`src/rtl/pipe_hazard_ctrl_if.sv`:
```
// pipe_hazard_ctrl_if: bundles the hazard-controller inputs and pipeline control outputs.
//   master: pipeline side (drives ID/EX/MEM status and perf_clr, receives control).
//   slave : controller side (receives status, drives enables/flushes/state/counters).
interface pipe_hazard_ctrl_if #(
    parameter int REG_W = 4,
    parameter int CNT_W = 16
);
    logic [REG_W-1:0] id_rn, id_rm, ex_rd;
    logic             id_use_rn, id_use_rm, ex_mem_read, branch_taken, mem_busy, perf_clr;
    logic             pc_we, if_id_we, if_id_flush, id_ex_flush, pipe_freeze;
    logic [1:0]       ctrl_state;
    logic [CNT_W-1:0] stall_cnt, flush_cnt, freeze_cnt;

    modport master (
        output id_rn, id_rm, ex_rd, id_use_rn, id_use_rm, ex_mem_read,
               branch_taken, mem_busy, perf_clr,
        input  pc_we, if_id_we, if_id_flush, id_ex_flush, pipe_freeze,
               ctrl_state, stall_cnt, flush_cnt, freeze_cnt
    );

    modport slave (
        input  id_rn, id_rm, ex_rd, id_use_rn, id_use_rm, ex_mem_read,
               branch_taken, mem_busy, perf_clr,
        output pc_we, if_id_we, if_id_flush, id_ex_flush, pipe_freeze,
               ctrl_state, stall_cnt, flush_cnt, freeze_cnt
    );
endinterface

```
`src/rtl/pipe_hazard_ctrl.sv`:
```
// pipe_hazard_ctrl: load-use / branch / memory-busy sequencing for IF, IF/ID and ID/EX.
//   clk, reset : clock, synchronous active-high reset
//   bus (slave): hazard inputs, PC/IF-ID enables, flushes, freeze, ctrl_state, perf counters
//   Perf counters exist only when HAZARD_PERF_CNT_EN is defined; otherwise they read 0.
module pipe_hazard_ctrl #(
    parameter int REG_W           = 4,
    parameter int LOAD_USE_CYCLES = 1,
    parameter int FLUSH_CYCLES    = 1,
    parameter int CNT_W           = 16
) (
    input logic               clk,
    input logic               reset,
    pipe_hazard_ctrl_if.slave bus
);
    typedef enum logic [1:0] {RUN = 2'd0, STALL = 2'd1, FLUSH = 2'd2} state_t;

    localparam logic [3:0] STALL_REM = 4'(LOAD_USE_CYCLES - 1);
    localparam logic [3:0] FLUSH_REM = 4'(FLUSH_CYCLES - 1);

    state_t           state, state_n;
    logic [3:0]       remain, remain_n;
    logic [REG_W-1:0] rn, rm, rd;
    logic             hz;

    assign rn = bus.id_rn;
    assign rm = bus.id_rm;
    assign rd = bus.ex_rd;
    assign hz = bus.ex_mem_read & ((bus.id_use_rn & (rn == rd)) | (bus.id_use_rm & (rm == rd)));
    assign bus.ctrl_state = state;

    always_ff @(posedge clk) begin
        if (reset) begin
            state  <= RUN;
            remain <= 4'd0;
        end else begin
            state  <= state_n;
            remain <= remain_n;
        end
    end

    always_comb begin
        bus.pc_we       = 1'b1;
        bus.if_id_we    = 1'b1;
        bus.if_id_flush = 1'b0;
        bus.id_ex_flush = 1'b0;
        bus.pipe_freeze = 1'b0;
        state_n         = state;
        remain_n        = remain;
        if (reset) begin
            bus.pc_we       = 1'b0;
            bus.if_id_we    = 1'b0;
            bus.if_id_flush = 1'b1;
            bus.id_ex_flush = 1'b1;
        end else if (bus.mem_busy) begin
            bus.pipe_freeze = 1'b1;
            bus.pc_we       = 1'b0;
            bus.if_id_we    = 1'b0;
        end else if (bus.branch_taken) begin
            bus.if_id_flush = 1'b1;
            bus.id_ex_flush = 1'b1;
            state_n         = (FLUSH_CYCLES > 1) ? FLUSH : RUN;
            remain_n        = FLUSH_REM;
        end else if (state == STALL || (state == RUN && hz)) begin
            bus.pc_we       = 1'b0;
            bus.if_id_we    = 1'b0;
            bus.id_ex_flush = 1'b1;
            if (state == STALL) begin
                remain_n = remain - 4'd1;
                state_n  = (remain == 4'd1) ? RUN : STALL;
            end else if (LOAD_USE_CYCLES > 1) begin
                state_n  = STALL;
                remain_n = STALL_REM;
            end
        end else if (state == FLUSH) begin
            // Sequential fetch continues while the wrong-path slots are cleared.
            bus.if_id_flush = 1'b1;
            bus.id_ex_flush = 1'b1;
            remain_n        = remain - 4'd1;
            state_n         = (remain == 4'd1) ? RUN : FLUSH;
        end
    end

`ifdef HAZARD_PERF_CNT_EN
    logic [CNT_W-1:0] stall_q, flush_q, freeze_q;
    logic             stall_inc, flush_inc;

    // Stall cycles are the only ones bubbling ID/EX without clearing IF/ID.
    assign stall_inc = bus.id_ex_flush & ~bus.if_id_flush;
    assign flush_inc = bus.if_id_flush & ~reset;

    always_ff @(posedge clk) begin
        if (reset || bus.perf_clr) begin
            stall_q  <= '0;
            flush_q  <= '0;
            freeze_q <= '0;
        end else begin
            if (stall_inc && !(&stall_q)) stall_q <= stall_q + CNT_W'(1);
            if (flush_inc && !(&flush_q)) flush_q <= flush_q + CNT_W'(1);
            if (bus.pipe_freeze && !(&freeze_q)) freeze_q <= freeze_q + CNT_W'(1);
        end
    end

    assign bus.stall_cnt  = stall_q;
    assign bus.flush_cnt  = flush_q;
    assign bus.freeze_cnt = freeze_q;
`else
    assign bus.stall_cnt  = {CNT_W{1'b0}};
    assign bus.flush_cnt  = {CNT_W{1'b0}};
    assign bus.freeze_cnt = {CNT_W{1'b0}};
`endif
endmodule

```
`src/flat_wrapper.sv`:
```
// flat-port wrapper written by rule: the top's interface ports become plain ports
module pipe_hazard_ctrl_flat 
#(
    parameter int REG_W           = 4,
    parameter int LOAD_USE_CYCLES = 1,
    parameter int FLUSH_CYCLES    = 1,
    parameter int CNT_W           = 16
)
  (clk, reset, bus_id_rn, bus_id_rm, bus_ex_rd, bus_id_use_rn, bus_id_use_rm, bus_ex_mem_read, bus_branch_taken, bus_mem_busy, bus_perf_clr, bus_pc_we, bus_if_id_we, bus_if_id_flush, bus_id_ex_flush, bus_pipe_freeze, bus_ctrl_state, bus_stall_cnt, bus_flush_cnt, bus_freeze_cnt);
  pipe_hazard_ctrl_if #(.REG_W(REG_W), .CNT_W(CNT_W)) bus_i ();
  input logic clk;
  input logic reset;
  input wire logic [$bits(bus_i.id_rn)-1:0] bus_id_rn;
  input wire logic [$bits(bus_i.id_rm)-1:0] bus_id_rm;
  input wire logic [$bits(bus_i.ex_rd)-1:0] bus_ex_rd;
  input wire logic [$bits(bus_i.id_use_rn)-1:0] bus_id_use_rn;
  input wire logic [$bits(bus_i.id_use_rm)-1:0] bus_id_use_rm;
  input wire logic [$bits(bus_i.ex_mem_read)-1:0] bus_ex_mem_read;
  input wire logic [$bits(bus_i.branch_taken)-1:0] bus_branch_taken;
  input wire logic [$bits(bus_i.mem_busy)-1:0] bus_mem_busy;
  input wire logic [$bits(bus_i.perf_clr)-1:0] bus_perf_clr;
  output wire logic [$bits(bus_i.pc_we)-1:0] bus_pc_we;
  output wire logic [$bits(bus_i.if_id_we)-1:0] bus_if_id_we;
  output wire logic [$bits(bus_i.if_id_flush)-1:0] bus_if_id_flush;
  output wire logic [$bits(bus_i.id_ex_flush)-1:0] bus_id_ex_flush;
  output wire logic [$bits(bus_i.pipe_freeze)-1:0] bus_pipe_freeze;
  output wire logic [$bits(bus_i.ctrl_state)-1:0] bus_ctrl_state;
  output wire logic [$bits(bus_i.stall_cnt)-1:0] bus_stall_cnt;
  output wire logic [$bits(bus_i.flush_cnt)-1:0] bus_flush_cnt;
  output wire logic [$bits(bus_i.freeze_cnt)-1:0] bus_freeze_cnt;
  assign bus_i.id_rn = bus_id_rn;
  assign bus_i.id_rm = bus_id_rm;
  assign bus_i.ex_rd = bus_ex_rd;
  assign bus_i.id_use_rn = bus_id_use_rn;
  assign bus_i.id_use_rm = bus_id_use_rm;
  assign bus_i.ex_mem_read = bus_ex_mem_read;
  assign bus_i.branch_taken = bus_branch_taken;
  assign bus_i.mem_busy = bus_mem_busy;
  assign bus_i.perf_clr = bus_perf_clr;
  assign bus_pc_we = bus_i.pc_we;
  assign bus_if_id_we = bus_i.if_id_we;
  assign bus_if_id_flush = bus_i.if_id_flush;
  assign bus_id_ex_flush = bus_i.id_ex_flush;
  assign bus_pipe_freeze = bus_i.pipe_freeze;
  assign bus_ctrl_state = bus_i.ctrl_state;
  assign bus_stall_cnt = bus_i.stall_cnt;
  assign bus_flush_cnt = bus_i.flush_cnt;
  assign bus_freeze_cnt = bus_i.freeze_cnt;
  pipe_hazard_ctrl #(.REG_W(REG_W), .LOAD_USE_CYCLES(LOAD_USE_CYCLES), .FLUSH_CYCLES(FLUSH_CYCLES), .CNT_W(CNT_W)) u_core (.clk(clk), .reset(reset), .bus(bus_i));
endmodule
```
`config.mk`:
```
export PLATFORM = sky130hd
export DESIGN_NAME = pipe_hazard_ctrl_flat
export DESIGN_NICKNAME = d
export VERILOG_FILES = /design/src/rtl/pipe_hazard_ctrl_if.sv /design/src/rtl/pipe_hazard_ctrl.sv /design/src/flat_wrapper.sv
export SDC_FILE = /design/constraint.sdc
export NUM_CORES = 1
export LEC_CHECK = 0
export ABC_AREA = 1
export CAP_MARGIN = 15
export CELL_PAD_IN_SITES_DETAIL_PLACEMENT = 0
export CELL_PAD_IN_SITES_GLOBAL_PLACEMENT = 1
export CORE_MARGIN = 2
export CORE_UTILIZATION = 21
export DETAILED_ROUTE_END_ITERATION = 16
export GPL_TIMING_DRIVEN = 1
export PLACE_DENSITY_LB_ADDON = 0.1
export SYNTH_ARGS = -nofsm -noshare
export SYNTH_HDL_FRONTEND = slang
export SYNTH_SLANG_ARGS = --single-unit
```
`constraint.sdc`:
```
create_clock -name clk -period 2.5 [get_ports clk]
set_clock_uncertainty 0.1 [all_clocks]
set_input_delay 0.75 -clock clk [delete_from_list [all_inputs] [get_ports clk]]
set_output_delay 0.75 -clock clk [all_outputs]
set_load 0.01 [all_outputs]
```
* Word level (Yosys, flattened, before mapping) *
Index checks and enable logic that the tools add are counted.

storage, ports and cells
  logic and storage cells = 44
  flip-flop bits (word level) = 6

cells by class
  $add $sub $neg = 1
  multiplexer cells = 25
  eq/ne operators = 6
  bitwise operators = 5
  reductions and logical operators = 5

operator list
  kind                                               number
  2-to-1 mux 1 bit                                   16
  2-to-1 mux 4 bit                                   4
  2-to-1 mux 2 bit                                   5
  == test 4 bit                                      2
  == test 4 x 1 -> 1 bit (second input constant)     1
  subtractor 4 x 1 -> 4 bit (second input constant)  1
  AND 1 bit                                          3
  != test 3 x 2 -> 1 bit (second input constant)     1
  AND reduction 3 bit                                1
  nonzero test 3 bit                                 1
  == test 2 x 1 -> 1 bit (second input constant)     1
  == test 2 bit (second input constant)              1
  logical NOT 2 bit                                  1
  logical AND 1 bit                                  1
  logical OR 1 bit                                   1
  inverter 1 bit                                     1
  bitwise OR 1 bit                                   1

* Longest topological paths before layout *
  depth after elaboration = 10
  depth in mapped cells = 12

* Least setup slack after synthesis *
OpenSTA, ideal clock, no wires.

  kind = input -> output
  from = input port bus_id_rn[3]
  to = output port bus_pc_we
  slack = -48 ps
  stages = 11
  arrival time = 1698 ps
  cells stage by stage = inv_1 -> nor2_1 -> nor2_2 -> nand3_1 -> nand2_2 -> nand2_2 -> nand2_1 -> nand2_1 -> nand2_1 -> nor2_1 -> buf_4

on the way
  longest elaborated chain between the ends = 10

RTL lines
  what                            RTL line                RTL
  start, declared                 flat_wrapper.sv:13      input wire logic [$bits(bus_i.id_rn)-1:0] bus_id_rn;
  == test 4 bit                   pipe_hazard_ctrl.sv:28  assign hz = bus.ex_mem_read & ((bus.id_use_rn & (rn == rd)) | (bus.id_use_rm & (rm == rd)));
  AND 1 bit                       pipe_hazard_ctrl.sv:28
  bitwise OR 1 bit                pipe_hazard_ctrl.sv:28
  AND 1 bit                       pipe_hazard_ctrl.sv:28
  logical AND 1 bit               pipe_hazard_ctrl.sv:63  end else if (state == STALL || (state == RUN && hz)) begin
  logical OR 1 bit                pipe_hazard_ctrl.sv:63
  2-to-1 mux 1 bit (4 in series)  -
  end, declared                   flat_wrapper.sv:22      output wire logic [$bits(bus_i.pc_we)-1:0] bus_pc_we;

Every way passes these cells.

* Worst setup path in the final report *
  from = input port bus_id_rn[1]
  to = output port bus_pc_we

on the way
  longest elaborated chain between the ends = 10

RTL lines
  what               RTL line                RTL
  == test 4 bit      pipe_hazard_ctrl.sv:28
  AND 1 bit          pipe_hazard_ctrl.sv:28
  bitwise OR 1 bit   pipe_hazard_ctrl.sv:28
  AND 1 bit          pipe_hazard_ctrl.sv:28
  logical AND 1 bit  pipe_hazard_ctrl.sv:63
  logical OR 1 bit   pipe_hazard_ctrl.sv:63
  2-to-1 mux 1 bit   pipe_hazard_ctrl.sv:63
  2-to-1 mux 1 bit   pipe_hazard_ctrl.sv:58  end else if (bus.branch_taken) begin
  2-to-1 mux 1 bit   pipe_hazard_ctrl.sv:54  end else if (bus.mem_busy) begin
  2-to-1 mux 1 bit   pipe_hazard_ctrl.sv:49  if (reset) begin

Every way passes these cells.

==> flow_metrics.env <==
export IMPL_grt_pass1_wl_um=3220
export IMPL_cts_buffers=3
export IMPL_hold_ws_ns=0.375
export IMPL_vias=848
export IMPL_r2r_start="u_core.bus.ctrl_state[1]"
export IMPL_die_w_um=71.1
export IMPL_tritoncts="done"
export IMPL_max_clock_freq_mhz=395
export IMPL_track_usage_pct=8.06
export IMPL_clk_path_buf_depth=2
export IMPL_grt_max_degree=10
export IMPL_drive_above_1_share_pct=36.5
export IMPL_final_cell_mix="48 x conb_1, 23 x nand2_1, 17 x buf_4"
export IMPL_reg2reg_to="u_core.bus.ctrl_state[1]"
export IMPL_setup_viol=2
export IMPL_placed_cell_area_mm2=0.00115
export IMPL_layout_min_cycle_time_ns=2.53
export IMPL_critPathKind="input pin to output port"
export IMPL_die_y_um=71.1
export IMPL_stdcell_area_mm2=0.00131
export IMPL_synth_seq_cells=6
export IMPL_root_buffer="clkbuf_8"
export IMPL_synth_area_leaders="buf_4 39%, dfxtp_1 13%, nand2_1 12%, nor2_1 7.5%, inv_1 6.4%"
export IMPL_globalplace_congestion=0.717
export IMPL_routed_wl_um=2050
export IMPL_rr_worst_depth=9
export IMPL_power_density_mw_per_mm2=370
export IMPL_ant_nets=0
export IMPL_ff2ff_setup_slack_ns=0.99
export IMPL_area_growth_pct=38.4
export IMPL_setup_slack_ns=-0.0322
export IMPL_antenna_found_initial=0
export IMPL_htreeDepth=1
export IMPL_synth_top_cell_by_area="buf_4"
export IMPL_final_common_cell="conb_1"
export IMPL_fin_cells=244
export IMPL_slew_viol_final=0
export IMPL_status="finished, violations left"
export IMPL_grt_overflow_total=0
export IMPL_hold_viol=0
export IMPL_drv_cap=0
export IMPL_pin_count=75
export IMPL_ys_types=20
export IMPL_core_area_mm2=0.00435
export IMPL_drc=0
export IMPL_yosysWarnings=0
export IMPL_routed_via_density=3.48
export IMPL_worstSkewPairLatency_ns=0.23
export IMPL_postSynthAreaPerCell_um2=6.34
export IMPL_die_area_mm2=0.00505
export IMPL_hpwl_um=1720
export IMPL_cts_sinks=6
export IMPL_power_leakage_nw=0.723
export IMPL_drt_iter0_drc=12
export IMPL_vdd_drop_max_uv=181
export IMPL_worstSetupStartpointType="input pin"
export IMPL_synthCells=149
export IMPL_crit_start="bus_id_rn[1]"
export IMPL_grt_pass1_vias=747
export IMPL_hold_depth=2
export IMPL_place_inst=235
export IMPL_fin_nets=216
export IMPL_rsz0062_at_grt="true"
export IMPL_end_kind="output port"
export IMPL_worstPathMaxFanout=2
export IMPL_clkSlewWorstSetupHoldPaths_ns=0.03
export IMPL_yosysTopAreaCellShare_pct=38.9
export IMPL_finalPower_w=0.000483
export IMPL_start_util_pct=21.7
export IMPL_wl_per_cell_um=8.41
export IMPL_critPathRequiredTime_ns=1.65
export IMPL_timing_final_crit_share_pct=101
export IMPL_multi_input_area_um2=649
export IMPL_fillCellCount=501
export IMPL_hold_start="u_core.remain[1]"
export IMPL_std_cell_rows=24
export IMPL_dr_pass1_iters=3
export IMPL_seq_area_frac_synth_pct=12.7
export IMPL_violations="setup timing"
export IMPL_n_antenna_cell=0
export IMPL_arrival_ns=1.68
export IMPL_netlist_area_um2=945
export IMPL_port_buffers=25
export IMPL_hold_buffers=0
export IMPL_seqCellArea_um2=120
export IMPL_hold_path_end="u_core.remain[1]"
export IMPL_hold_path_class="flop to flop"
[metal layers]
| layer | global-route usage [%] | part of all wire, % |
|---|---|---|
| met5 | 0 | 0 |
| met4 | 4.40 | 2.0 |
| met3 | 1.85 | 8.2 |
| met2 | 14.8 | 54 |
| met1 | 8.36 | 35 |
[cell usage after synthesis, drive strengths merged]
cell type / count
inv: 18
conb: 1
nand2: 32
nor3: 2
nand4: 4
nor3b: 1
buf: 49
nand3: 4
nor2: 20
ha: 2
xnor2: 3
o21ai: 2
dfxtp: 6
a21oi: 5
[repair_timing]
| action | 4_1_cts | 5_1_grt |
|---|---|---|
| hold endpoints to repair | 0 | 0 |
| setup buffers | 4 | 2 |
| pin swaps | 21 | 19 |
| resized for setup | 81 | 36 |
| endpoints found under the setup margin | 5 | 4 |
[how the worst max path moves through the flow]
| stage | cells after the start | to |
|---|---|---|
| CTS | 10 | bus_pc_we |
| finish | 13 | bus_pc_we |
| global placement | 12 | bus_pc_we |
| floorplan | 11 | bus_pc_we |
| global route | 13 | bus_pc_we |
| detailed placement | 12 | bus_pc_we |
[cell type report]
cell class,instances,share of cell area [%]
Clock buffer,3,3.16
Timing Repair Buffer,42,27.8
Inverter,18,5.17
Tap cell,52,4.98
Multi-Input combinational cell,123,49.7
Sequential cell,6,9.19
[critical path, stage by stage]
cell     delay, ns
buf_2         0.11
inv_2         0.04
nand2_1       0.04
nand2_1       0.05
nor2_1        0.04
nand3_1       0.09
nand2_2       0.08
nand2_4       0.08
nand2_4       0.06
nand2_4       0.07
nand2_4       0.05
nor2_4        0.12
buf_6         0.12
[through the flow]
step	util (%)	setup TNS (ns)	worst slack [ns]
CTS	27.1	-0.389	-0.159
detailed placement	26.5	-3.69	-0.964
global route	30.0	-0.238	-0.0915
floorplan	-	0	0.0165
global placement	26.5	-3.75	-0.923
finish	30.0	-0.0629	-0.0322
[sequential cells by signal (all words and copies together) (netlist names)]
register,flops
u_core.remain,4
u_core.bus.ctrl_state,2
[power breakdown]
group	total [W]	internal (W)	switching, W
sequential	0.000113	0.000105	0.00000820
combinational	0.000225	0.000102	0.000122
clock	0.000146	0.000103	0.0000421
[kinds of logic (layout without fill, tap and decap cells)]
family,after synthesis,in the layout,synth area share [%]
xor gates and xnor gates,3,3,2.78
and+or+nand+nor,63,63,31.7
DFF,6,6,12.7
buffers and inverters,67,63,46.1
adders and majority gates,2,2,2.65
other,1,48,0.397
AOI/OAI and AO/OA,7,7,3.71
Power figures use the tool's default switching activity.
